===== src/rtl/trap_ctrl_v2_if.sv =====
// Signal bundle between the core pipeline and the trap controller.
// The pipeline side is the master; trap_ctrl_v2 is the slave.
interface trap_ctrl_v2_if #(
    parameter int NUM_IRQ = 3
);
    logic               branch_taken;
    logic               jump_taken;
    logic [31:0]        branch_target;
    logic [31:0]        jump_target;
    logic               fence_i;
    logic [31:0]        pc_if;
    logic               wb_valid;
    logic [31:0]        pc_wb;
    logic               exc_valid_wb;
    logic [4:0]         exc_cause_wb;
    logic               mret_wb;
    logic [NUM_IRQ-1:0] irq_pending;
    logic [NUM_IRQ-1:0] irq_mask;
    logic               mstatus_mie;
    logic [31:0]        mtvec;
    logic [31:0]        mepc;

    logic               set_pc_valid;
    logic [31:0]        set_pc;
    logic               mcause_update;
    logic [31:0]        mcause;
    logic               mepc_update;
    logic [31:0]        mepc_wdata;
    logic [4:0]         flush;
    logic               busy;

    modport master (
        output branch_taken, jump_taken, branch_target, jump_target, fence_i, pc_if,
               wb_valid, pc_wb, exc_valid_wb, exc_cause_wb, mret_wb,
               irq_pending, irq_mask, mstatus_mie, mtvec, mepc,
        input  set_pc_valid, set_pc, mcause_update, mcause, mepc_update, mepc_wdata,
               flush, busy
    );

    modport slave (
        input  branch_taken, jump_taken, branch_target, jump_target, fence_i, pc_if,
               wb_valid, pc_wb, exc_valid_wb, exc_cause_wb, mret_wb,
               irq_pending, irq_mask, mstatus_mie, mtvec, mepc,
        output set_pc_valid, set_pc, mcause_update, mcause, mepc_update, mepc_wdata,
               flush, busy
    );
endinterface


===== src/rtl/trap_ctrl_v2.sv =====
// Pipeline redirect and trap controller: fetch redirects, WB traps/mret/interrupts,
// and a fixed-length full-pipeline flush before the trap target is fetched.
//
//  state   | meaning
//  S_IDLE  | normal flow; branch/jump/fence redirects pass through, traps accepted
//  S_FLUSH | all stages flushed; down-counter reaching 0 issues the latched redirect
module trap_ctrl_v2 #(
    parameter int NUM_IRQ      = 3,
    parameter int FLUSH_CYCLES = 1,
    parameter int VECTORED_EN  = 1
) (
    input  logic           clk,
    input  logic           reset_n,
    trap_ctrl_v2_if.slave  bus
);
    localparam int            CW   = (FLUSH_CYCLES > 1) ? $clog2(FLUSH_CYCLES) : 1;
    localparam logic [CW-1:0] LOAD = CW'(FLUSH_CYCLES - 1);

    typedef enum logic {S_IDLE, S_FLUSH} state_e;

    state_e        state_q, state_d;
    logic [CW-1:0] cnt_q, cnt_d;
    logic [31:0]   target_q, target_d;
    logic [31:0]   mcause_q, mcause_d;
    logic [31:0]   mepc_wdata_q, mepc_wdata_d;
    logic          strobe_q, strobe_d;

    logic          take_exc, take_mret, take_irq, accept;
    logic [4:0]    irq_code;
    logic [31:0]   tvec_base;
    logic          vec_mode;
    logic          set_pc_valid;
    logic [31:0]   set_pc;
    logic [4:0]    flush;

    function automatic logic [4:0] irq_cause(input int idx);
        case (idx)
            0:       return 5'd11;
            1:       return 5'd3;
            2:       return 5'd7;
            default: return 5'(idx + 13);
        endcase
    endfunction

    // Scan from the top so the lowest pending index is the one left standing.
    always_comb begin
        irq_code = '0;
        for (int i = NUM_IRQ - 1; i >= 0; i--) begin
            if (bus.irq_pending[i] && bus.irq_mask[i]) begin
                irq_code = irq_cause(i);
            end
        end
    end

    assign take_exc  = bus.exc_valid_wb;
    assign take_mret = !bus.exc_valid_wb && bus.mret_wb;
    assign take_irq  = !bus.exc_valid_wb && !bus.mret_wb && bus.wb_valid && bus.mstatus_mie
                       && (|(bus.irq_pending & bus.irq_mask));
    assign accept    = take_exc || take_mret || take_irq;
    assign tvec_base = {bus.mtvec[31:2], 2'b00};
    assign vec_mode  = (VECTORED_EN != 0) && (bus.mtvec[1:0] == 2'b01);

    always_comb begin
        state_d      = state_q;
        cnt_d        = cnt_q;
        target_d     = target_q;
        mcause_d     = mcause_q;
        mepc_wdata_d = mepc_wdata_q;
        strobe_d     = 1'b0;
        set_pc_valid = 1'b0;
        set_pc       = '0;
        flush        = '0;
        case (state_q)
            S_IDLE: begin
                if (accept) begin
                    // Trap is older than anything in EX, so its redirect wins outright.
                    flush    = 5'b11111;
                    state_d  = S_FLUSH;
                    cnt_d    = LOAD;
                    strobe_d = !take_mret;
                    if (take_exc) begin
                        mcause_d = {1'b0, 26'b0, bus.exc_cause_wb};
                    end
                    if (take_irq) begin
                        mcause_d = {1'b1, 26'b0, irq_code};
                    end
                    if (!take_mret) begin
                        mepc_wdata_d = bus.pc_wb;
                    end
                    if (take_mret) begin
                        target_d = bus.mepc;
                    end else if (take_irq && vec_mode) begin
                        target_d = tvec_base + {25'b0, irq_code, 2'b00};
                    end else begin
                        target_d = tvec_base;
                    end
                end else begin
                    set_pc_valid = bus.branch_taken || bus.jump_taken || bus.fence_i;
                    if (bus.branch_taken) begin
                        set_pc = bus.branch_target;
                    end else if (bus.jump_taken) begin
                        set_pc = bus.jump_target;
                    end else if (bus.fence_i) begin
                        set_pc = bus.pc_if;
                    end
                    flush = {3'b000, bus.branch_taken || bus.jump_taken,
                             bus.branch_taken || bus.jump_taken || bus.fence_i};
                end
            end
            S_FLUSH: begin
                flush = 5'b11111;
                if (cnt_q == '0) begin
                    set_pc_valid = 1'b1;
                    set_pc       = target_q;
                    state_d      = S_IDLE;
                end else begin
                    cnt_d = cnt_q - 1'b1;
                end
            end
            default: state_d = S_IDLE;
        endcase
    end

    always_ff @(posedge clk) begin
        if (!reset_n) begin
            state_q      <= S_IDLE;
            cnt_q        <= '0;
            target_q     <= '0;
            mcause_q     <= '0;
            mepc_wdata_q <= '0;
            strobe_q     <= 1'b0;
        end else begin
            state_q      <= state_d;
            cnt_q        <= cnt_d;
            target_q     <= target_d;
            mcause_q     <= mcause_d;
            mepc_wdata_q <= mepc_wdata_d;
            strobe_q     <= strobe_d;
        end
    end

    assign bus.set_pc_valid  = set_pc_valid;
    assign bus.set_pc        = set_pc;
    assign bus.flush         = flush;
    assign bus.mcause_update = strobe_q;
    assign bus.mepc_update   = strobe_q;
    assign bus.mcause        = mcause_q;
    assign bus.mepc_wdata    = mepc_wdata_q;
    assign bus.busy          = (state_q == S_FLUSH);
endmodule


===== src/flat_wrapper.sv =====
// flat-port wrapper written by rule: the top's interface ports become plain ports
module trap_ctrl_v2_flat 
#(
    parameter int NUM_IRQ      = 3,
    parameter int FLUSH_CYCLES = 1,
    parameter int VECTORED_EN  = 1
)
  (clk, reset_n, bus_branch_taken, bus_jump_taken, bus_branch_target, bus_jump_target, bus_fence_i, bus_pc_if, bus_wb_valid, bus_pc_wb, bus_exc_valid_wb, bus_exc_cause_wb, bus_mret_wb, bus_irq_pending, bus_irq_mask, bus_mstatus_mie, bus_mtvec, bus_mepc, bus_set_pc_valid, bus_set_pc, bus_mcause_update, bus_mcause, bus_mepc_update, bus_mepc_wdata, bus_flush, bus_busy);
  trap_ctrl_v2_if #(.NUM_IRQ(NUM_IRQ)) bus_i ();
  input  logic clk;
  input  logic reset_n;
  input wire logic [$bits(bus_i.branch_taken)-1:0] bus_branch_taken;
  input wire logic [$bits(bus_i.jump_taken)-1:0] bus_jump_taken;
  input wire logic [$bits(bus_i.branch_target)-1:0] bus_branch_target;
  input wire logic [$bits(bus_i.jump_target)-1:0] bus_jump_target;
  input wire logic [$bits(bus_i.fence_i)-1:0] bus_fence_i;
  input wire logic [$bits(bus_i.pc_if)-1:0] bus_pc_if;
  input wire logic [$bits(bus_i.wb_valid)-1:0] bus_wb_valid;
  input wire logic [$bits(bus_i.pc_wb)-1:0] bus_pc_wb;
  input wire logic [$bits(bus_i.exc_valid_wb)-1:0] bus_exc_valid_wb;
  input wire logic [$bits(bus_i.exc_cause_wb)-1:0] bus_exc_cause_wb;
  input wire logic [$bits(bus_i.mret_wb)-1:0] bus_mret_wb;
  input wire logic [$bits(bus_i.irq_pending)-1:0] bus_irq_pending;
  input wire logic [$bits(bus_i.irq_mask)-1:0] bus_irq_mask;
  input wire logic [$bits(bus_i.mstatus_mie)-1:0] bus_mstatus_mie;
  input wire logic [$bits(bus_i.mtvec)-1:0] bus_mtvec;
  input wire logic [$bits(bus_i.mepc)-1:0] bus_mepc;
  output wire logic [$bits(bus_i.set_pc_valid)-1:0] bus_set_pc_valid;
  output wire logic [$bits(bus_i.set_pc)-1:0] bus_set_pc;
  output wire logic [$bits(bus_i.mcause_update)-1:0] bus_mcause_update;
  output wire logic [$bits(bus_i.mcause)-1:0] bus_mcause;
  output wire logic [$bits(bus_i.mepc_update)-1:0] bus_mepc_update;
  output wire logic [$bits(bus_i.mepc_wdata)-1:0] bus_mepc_wdata;
  output wire logic [$bits(bus_i.flush)-1:0] bus_flush;
  output wire logic [$bits(bus_i.busy)-1:0] bus_busy;
  assign bus_i.branch_taken = bus_branch_taken;
  assign bus_i.jump_taken = bus_jump_taken;
  assign bus_i.branch_target = bus_branch_target;
  assign bus_i.jump_target = bus_jump_target;
  assign bus_i.fence_i = bus_fence_i;
  assign bus_i.pc_if = bus_pc_if;
  assign bus_i.wb_valid = bus_wb_valid;
  assign bus_i.pc_wb = bus_pc_wb;
  assign bus_i.exc_valid_wb = bus_exc_valid_wb;
  assign bus_i.exc_cause_wb = bus_exc_cause_wb;
  assign bus_i.mret_wb = bus_mret_wb;
  assign bus_i.irq_pending = bus_irq_pending;
  assign bus_i.irq_mask = bus_irq_mask;
  assign bus_i.mstatus_mie = bus_mstatus_mie;
  assign bus_i.mtvec = bus_mtvec;
  assign bus_i.mepc = bus_mepc;
  assign bus_set_pc_valid = bus_i.set_pc_valid;
  assign bus_set_pc = bus_i.set_pc;
  assign bus_mcause_update = bus_i.mcause_update;
  assign bus_mcause = bus_i.mcause;
  assign bus_mepc_update = bus_i.mepc_update;
  assign bus_mepc_wdata = bus_i.mepc_wdata;
  assign bus_flush = bus_i.flush;
  assign bus_busy = bus_i.busy;
  trap_ctrl_v2 #(.NUM_IRQ(NUM_IRQ), .FLUSH_CYCLES(FLUSH_CYCLES), .VECTORED_EN(VECTORED_EN)) u_core (.clk(clk), .reset_n(reset_n), .bus(bus_i));
endmodule

===== config.mk =====
export PLATFORM = sky130hd
export DESIGN_NAME = trap_ctrl_v2_flat
export DESIGN_NICKNAME = d
export VERILOG_FILES = /design/src/rtl/trap_ctrl_v2_if.sv /design/src/rtl/trap_ctrl_v2.sv /design/src/flat_wrapper.sv
export SDC_FILE = /design/constraint.sdc
export NUM_CORES = 1
export LEC_CHECK = 0
export BUFFER_PORTS_ARGS = -buffer_cell sky130_fd_sc_hd__buf_2
export CELL_PAD_IN_SITES_DETAIL_PLACEMENT = 2
export CELL_PAD_IN_SITES_GLOBAL_PLACEMENT = 2
export CORE_UTILIZATION = 19
export DETAILED_ROUTE_END_ITERATION = 8
export MAX_ROUTING_LAYER = met4
export PLACE_DENSITY_LB_ADDON = 0.1
export SLEW_MARGIN = 15
export SYNTH_ARGS = -nofsm -noshare
export SYNTH_HDL_FRONTEND = slang
export SYNTH_SLANG_ARGS = --single-unit

===== constraint.sdc =====
create_clock -name clk -period 2.37 [get_ports clk]
set_input_delay 0.1185 -clock clk [delete_from_list [all_inputs] [get_ports clk]]
set_output_delay 0.1185 -clock clk [all_outputs]
set_load 0.03 [all_outputs]

-- Word level (Yosys, flattened, before mapping)
Index checks and enable logic that the tools add are counted.
- input bits: 212
- bits in registers: 99
- word-level logic and storage cells: 61
- output and inout bits: 105
- add/subtract/negate cells: 2
- bitwise gates (word level): 5
- reductions and logical operators: 22
- muxes and demuxes: 24
- equality and inequality tests: 2
- operators by type and width (operator ; count):
    32-bit two-way mux ; 9
    32-bit one-hot mux with 2 select lines ; 1
    32-bit by 7-bit adder with 32-bit output ; 1
    5-bit two-way mux ; 3
    5-bit one-hot mux with 2 select lines ; 1
    1-bit logical AND ; 9
    1-bit two-way mux ; 6
    1-bit one-hot mux with 2 select lines ; 3
    3-bit AND reduction ; 2
    3-bit OR reduction ; 2
    1-bit logical OR ; 4
    1-bit NOT ; 4
    3-bit AND ; 1
    1-bit zero test ; 3
    3-bit two-way mux ; 1
    2-bit by 1-bit equality test with 1-bit output (second input constant) ; 1
    2-bit by 1-bit inequality test with 1-bit output (second input constant) ; 1
    2-bit AND reduction ; 1
    2-bit nonzero test ; 1
    1-bit subtractor (second input constant) ; 1

-- Logic depth before layout (Yosys ltp)
Gate-level depths: netlist of run 1.
- word-level depth: 8
- mapped depth: 11
- gate-level depth less buffers: 11

-- Least setup slack after synthesis of run 1
OpenSTA, ideal clock, no wires.
- kind: input to register
- start: input port bus_irq_pending[0]
- end: register u_core.target_q[31]
- setup time: 0.120 ns
- data arrival time: 2.418 ns
- setup slack: -0.168 ns
- path buffers: 1
- stages on the path: 10
- cells stage by stage: a222oi_1 -> inv_1 -> ha_1 -> a211oi_1 -> o21bai_1 -> and4_1 -> clkbuf_1 -> nand3_1 -> xor2_1 -> a21oi_1
- word-level cells in the longest chain between the ends: 6
- RTL lines (item ; RTL line ; RTL):
    start: declaration ; flat_wrapper.sv:23 ; input wire logic [$bits(bus_i.irq_pending)-1:0] bus_irq_pending;
    branches (longest 6 deep; another with 32-bit by 7-bit adder with 32-bit output) ; - ;
    end signal: assignment ; trap_ctrl_v2.sv:135 ; target_q <= target_d;
    end: declaration ; trap_ctrl_v2.sv:23 ; logic [31:0] target_q, target_d;
Several ways; the timed one is not identified.
A chain may end at the register's enable or synchronous reset.

-- Final worst setup path of run 1
- start: input port bus_irq_mask[0]
- end: register u_core.target_q[20]
- word-level cells in the longest chain between the ends: 6
- RTL lines (item ; RTL line ; RTL):
    start: declaration ; flat_wrapper.sv:24 ; input wire logic [$bits(bus_i.irq_mask)-1:0] bus_irq_mask;
    branches (longest 6 deep; another with 32-bit by 7-bit adder with 32-bit output) ; - ;
Several ways; the timed one is not identified.

==> results of run 1 <==
[power by group through the flow]
| stage | clock network, uW | logic [uW] | registers, uW |
|---|---|---|---|
| finish | 1510 | 1160 | 1360 |
| global route | 1620 | 1270 | 1370 |
| CTS | 1570 | 1180 | 1360 |
| floorplan | 0 | 621 | 1450 |
| global placement | 0 | 1160 | 1390 |
| detailed placement | 0 | 1170 | 1390 |
[sequential cells by signal (all words and copies together) (netlist names)]
name and count:
u_core.bus.mepc_wdata 32, u_core.target_q 32, u_core.bus.mcause 6, u_core.bus.busy 1, u_core.bus.mcause_update 1
[metal layers]
metal / track usage, % / up-vias / wire length, um
li1: - / 2917 / -
met1: 21.14 / 2805 / 9915
met2: 31.49 / 147 / 11650
met3: 2.748 / 19 / 773
met4: 4.374 / 0 / 352
met5: - / - / 0
[placed cells by master (no fill, tap or decap), types with 3 or more instances in the layout]
cell,count
ha_1,4
nand2_1,149
a211oi_1,3
a22oi_1,32
buf_2,290
clkbuf_16,9
xor2_1,16
a22o_1,11
buf_4,35
nor2_1,47
buf_12,3
dlygate4sd3_1,8
nand3_1,27
nand2b_1,3
nor3_1,5
xnor2_1,8
and3_1,7
a21boi_1,34
mux2i_1,4
o21ai_1,23
nand4_1,10
dfxtp_1,71
o211ai_1,5
a21oi_1,48
and2_1,4
or3_1,7
o21ai_0,27
inv_1,6
conb_1,26
[per-stage QoR]
step                      instances  hold WS (ns)  TNS [ns]
after detailed placement       1277        0.3660    -1.363
final                          1302      0.009609         0
after global placement         1277        0.3616   -0.5491
after global routing           1302     0.0005365         0
after CTS                      1301     0.0001424         0
after floorplan                 705        0.2534    -1.111
[path summary, 6_finish.rpt]
kind	startpoint	endpoint	slack, ns
worst max-delay path	bus_irq_mask[0]	u_core.target_q[20]	0.21
worst min-delay path	bus_pc_wb[27]	u_core.bus.mepc_wdata[27]	0.01
worst max register to register	u_core.bus.busy	u_core.target_q[7]	0.60
worst min register to register	u_core.bus.mepc_wdata[13]	u_core.bus.mepc_wdata[13]	0.45
[critical path, delay by kind of cell]
family | cells | cell delay (ns)
AOI/OAI and AO/OA | 4 | 0.60
and+or+nand+nor | 3 | 0.71
adders and majority gates | 2 | 0.57
buffers and inverters | 4 | 0.43
[layout make-up]
| type | count | area (um^2) |
|---|---|---|
| fill | 3018 | 17460 |
| multi-input combinational | 545 | 3085 |
| timing repair buffer | 336 | 1854 |
| sequential | 72 | 1443 |
| tap | 324 | 405.4 |
| clock buffer | 9 | 225.2 |
| clock inverter | 7 | 95.09 |
| inverter | 8 | 30.03 |
| antenna | 1 | 2.502 |
[repair_timing]
| action | 4_1_cts | 5_1_grt |
|---|---|---|
| endpoints found under the hold margin | 8 | 0 |
| setup endpoints to repair | 0 | 0 |
| hold buffers | 8 | 0 |
[logic make-up after synthesis]
| logic type | share of synthesized area [%] |
|---|---|
| and+or+nand+nor | 25.12 |
| buffers and inverters | 9.317 |
| other | 0.07779 |
| adders and majority gates | 1.453 |
| xor gates and xnor gates | 4.542 |
| AOI/OAI and AO/OA | 28.76 |
| DFF | 29.90 |
| muxes | 0.8306 |
==> results.py, run 1 <==
metrics = {
    "floorplan": {
        "fp.dieH_um": 161.3,
        "die_x_um": 161.3,
        "core_um2": 24600,
        "num_io_pins": 317,
        "start_util_pct": 19.59,
        "placementRows": 57,
        "die_area_um2": 26010,
    },
    "setup_path": {
        "worst_path_largest_cell_delay_ns": 0.39,
        "start_kind": "primary input",
        "reg2reg_depth": 4,
        "worstSetupPathType": "primary input to register",
        "cp.required_ns": 2.65,
        "end_kind": "register",
        "critPathMaxFanout": 4,
        "crit_chain": "buf_2 -> a222oi_1 -> inv_1 -> ha_1 -> inv_1 -> fa_1 -> nand2b_1 -> a211oi_2 -> buf_4 -> nand4_1 -> or3_1 -> a21oi_1 -> o21a_1",
        "cpMostUsedCell": "inv_1",
        "crit_arrival_ns": 2.44,
        "cpMaxStageDelayCell": "fa_1",
    },
    "power": {
        "swShare_pct": 33.91,
        "leakage_uw": 0.003343,
        "switching_power_uw": 1363,
        "p_int_uw": 2657,
        "comb_power_share_pct": 28.8,
        "power_density_nw_per_um2": 563.0,
        "p_clk_share_pct": 37.5,
        "vdd_ir_drop_max_uv": 302.5,
        "p_seq_share_pct": 33.8,
        "p_total_uw": 4020,
    },
    "timing": {
        "setup_viol": 0,
        "final.setup.worst_slack_ns": 0.2134,
        "fin_skew_ns": 0.01016,
        "max_freq_mhz": 463.7,
        "rsz0062_at_grt": "no",
        "tightestPinTransition_ns": 1.054,
        "slew_headroom_pct": 29.55,
        "hold_viol": 0,
        "slew_violations": 0,
        "period_minus_slack_ns": 2.157,
        "timing.final.crit_share_pct": 90.99,
    },
    "synthesis": {
        "syn_inst": 680,
        "ys_seq_elements": 72,
        "netlist.area_leader.share_pct": 29.90,
        "yosys.area.top_type": "dfxtp_1",
        "avgSynthCellArea_um2": 7.090,
        "synth_area_leaders": "dfxtp_1, nand2_1, a21boi_1",
        "synthArstFlopShare_pct": 0,
        "netlist_area_um2": 4821,
        "ys.flop_type": "dfxtp_1",
        "ys_seq_area_share_pct": 29.90,
        "synth_common_cells": "nand2_1, dfxtp_1, nor2_1",
        "synth_cell_types": 56,
        "synth-edff-count": 0,
        "yosysMostFrequentCell": "nand2_1",
        "yosys_warnings": 0,
    },
    "routing": {
        "ant_nets": 0,
        "vias_per_cell": 4.522,
        "drc": 0,
        "dr.pass1.iters": 4,
        "drtIter0Drc": 240,
        "routed_wl_um": 22690,
        "wl_per_cell_um": 17.42,
        "via_count": 5888,
    },
    "clocking": {
        "cts_buffer_depth": 2,
        "clk_pin_slew_ns": 0.06,
        "post_cts_resized": 0,
        "htree_levels": 3,
        "tritoncts": "yes",
        "cts_sinks": 72,
        "root_buffer": "clkbuf_16",
        "cts_buffers": 9,
        "insertion_delay_ns": 0.35,
        "postCtsSetupBuffers": 0,
    },
    "run": {
        "drv_cap": 0,
    },
    "global_route": {
        "antenna_found_initial": 1,
        "grt_pass1_wl_um": 34760,
        "grt_pass1_vias": 6174,
        "grt_max_degree": 57,
        "grt_usage_pct": 17.86,
        "grt_overflow_total": 0,
    },
    "finish": {
        "drive_gt1_share_pct": 37.05,
        "nets": 1189,
        "final_core_util_pct": 29.02,
        "design_area_um2": 7141,
        "syn_to_final_growth_pct": 48.12,
    },
    "hold_path": {
        "worstHoldPathType": "primary input to register",
        "holdPathStages": 3,
    },
    "placed_design": {
        "dpl_worst_slack_ns": -0.1453,
        "gp_congestion": 0.7630,
        "postPlaceCellArea_um2": 6738,
        "numPortBuffers": 290,
        "dpl.hpwl_um": 17970,
    },
    "run_status": {
        "status": "finished, final reports clean",
    },
}
No activity file was read; power rests on OpenSTA's default activity.
==> run 2: changes to the inputs <==
Settings changed: BUFFER_PORTS_ARGS -buffer_cell sky130_fd_sc_hd__buf_2 to -buffer_cell sky130_fd_sc_hd__buf_4, CORE_MARGIN set to 5.
==> run 2 against run 1 <==
Clock skew down 0.0060 ns. Combinational power up 11%. Wire length up 7.2%. Largest power group unchanged.
==> results.py, run 2 (synthesis gave the netlist of run 1 again) <==
metrics = {
    "setup_path": {
        "start_kind": "primary input",
        "critPathMaxFanout": 4,
        "end_kind": "register",
        "worstSetupPathType": "primary input to register",
        "crit_arrival_ns": 2.44,
        "cp.required_ns": 2.66,
    },
    "clocking": {
        "postCtsSetupBuffers": 0,
        "cts_buffer_depth": 2,
        "htree_levels": 3,
        "clk_pin_slew_ns": 0.06,
        "cts_sinks": 72,
        "cts_buffers": 9,
        "tritoncts": "yes",
        "insertion_delay_ns": 0.34,
        "root_buffer": "clkbuf_16",
    },
    "routing": {
        "drtIter0Drc": 164,
        "routed_wl_um": 24330,
        "wl_per_cell_um": 18.75,
        "via_count": 5917,
        "vias_per_cell": 4.562,
        "dr.pass1.iters": 4,
        "drc": 0,
        "ant_nets": 0,
    },
    "global_route": {
        "grt_busiest_layer": "met2",
        "grt_pass1_vias": 6343,
        "use_met2_pct": 29.77,
        "grt_pass1_wl_um": 36220,
        "antenna_found_initial": 0,
        "use_met3_pct": 2.469,
        "met1_usage_pct": 19.51,
        "grt_usage_pct": 16.59,
        "grt_max_degree": 67,
        "grt_overflow_total": 0,
    },
    "placed_design": {
        "numPortBuffers": 290,
        "gp_congestion": 0.7789,
        "dpl.hpwl_um": 19460,
    },
    "floorplan": {
        "num_io_pins": 317,
        "die_x_um": 169.3,
        "core_um2": 25110,
        "fp.dieH_um": 169.3,
        "start_util_pct": 19.20,
        "die_area_um2": 28660,
        "placementRows": 58,
    },
    "power": {
        "vdd_ir_drop_max_uv": 257.1,
        "leakage_uw": 0.003491,
        "power_density_nw_per_um2": 524.5,
    },
    "timing": {
        "timing.final.crit_share_pct": 90.67,
        "fin_skew_ns": 0.004171,
        "hold_viol": 0,
        "period_minus_slack_ns": 2.149,
        "setup_viol": 0,
        "slew_headroom_pct": 32.95,
        "slew_violations": 0,
        "max_freq_mhz": 465.4,
        "tightestPinTransition_ns": 1.003,
        "tns_ns": 0,
        "rsz0062_at_grt": "no",
    },
    "finish": {
        "syn_to_final_growth_pct": 61.10,
        "drive_gt1_share_pct": 37.23,
        "antenna_cells": 0,
        "mostFrequentLayoutCell": "buf_4",
        "final_core_util_pct": 30.93,
        "nets": 1179,
        "mostFrequentLayoutCells": "buf_4, nand2_1, dfxtp_1",
    },
    "run": {
        "drv_cap": 0,
    },
    "hold_path": {
        "worstHoldPathType": "primary input to register",
    },
    "run_status": {
        "status": "finished, final reports clean",
    },
}
-- run 2: path summary, 6_finish.rpt --
path                            from                   endpoint  slack (ns)  cells after the start
setup / recovery     bus_irq_mask[0]        u_core.target_q[20]        0.22                     13
hold / removal         bus_pc_wb[30]  u_core.bus.mepc_wdata[30]        0.02                      3
setup reg to reg     u_core.bus.busy         u_core.target_q[7]        0.55                      4
hold reg to reg   u_core.target_q[2]         u_core.target_q[2]        0.45                      2
-- run 2: critical path, cell delays in order --
cell      delay (ns)
buf_4           0.08
a222oi_1        0.11
inv_1           0.12
ha_1            0.17
inv_1           0.05
fa_1            0.40
nand2b_1        0.19
a211oi_2        0.21
buf_4           0.16
nand4_1         0.17
or3_1           0.35
a21oi_1         0.17
o21a_1          0.12
-- run 2: area by class of cell --
cell class | count | area (um^2)
clock buffer | 10 | 239.0
clock inverter | 6 | 67.56
inverter | 8 | 31.28
timing repair buffer | 326 | 2487
fill | 3049 | 17340
multi-input combinational | 545 | 3085
tap | 330 | 412.9
sequential | 72 | 1443
-- run 2: metal layers --
| layer | routed length [um] | share of wire [%] |
|---|---|---|
| met5 | 0 | 0 |
| met4 | 425 | 1.7 |
| met3 | 954 | 3.9 |
| met2 | 12720 | 52 |
| met1 | 10220 | 42 |
-- run 2: stage by stage --
step / setup WS [ns] / instances / power, uW / hold WS, ns / cell area (um^2)
floorplan: -0.1446 / 705 / 2075 / 0.2534 / 4964
global placement: -0.08342 / 1280 / 2693 / 0.3688 / 7448
detailed placement: -0.1636 / 1280 / 2707 / 0.3764 / 7448
CTS: 0.1805 / 1297 / 4161 / 0.001468 / 7766
global route: 0.008169 / 1297 / 4318 / 0.007338 / 7766
finish: 0.2211 / 1297 / 4074 / 0.01514 / 7766
-- run 2: what timing repair did --
| item | in CTS | in global routing |
|---|---|---|
| endpoints found under the hold margin | 1 | 0 |
| setup endpoints to repair | 2 | 0 |
| hold buffers | 1 | 0 |
| gates resized for setup | 1 | 0 |
-- run 2: where the power goes --
part / internal (uW) / leakage [uW] / switching, uW / total, uW
logic: 562 / 0.00275 / 732 / 1290
registers: 1300 / 0.000594 / 59.1 / 1360
clock network: 847 / 0.000145 / 569 / 1420
total: 2710 / 0.00349 / 1360 / 4070
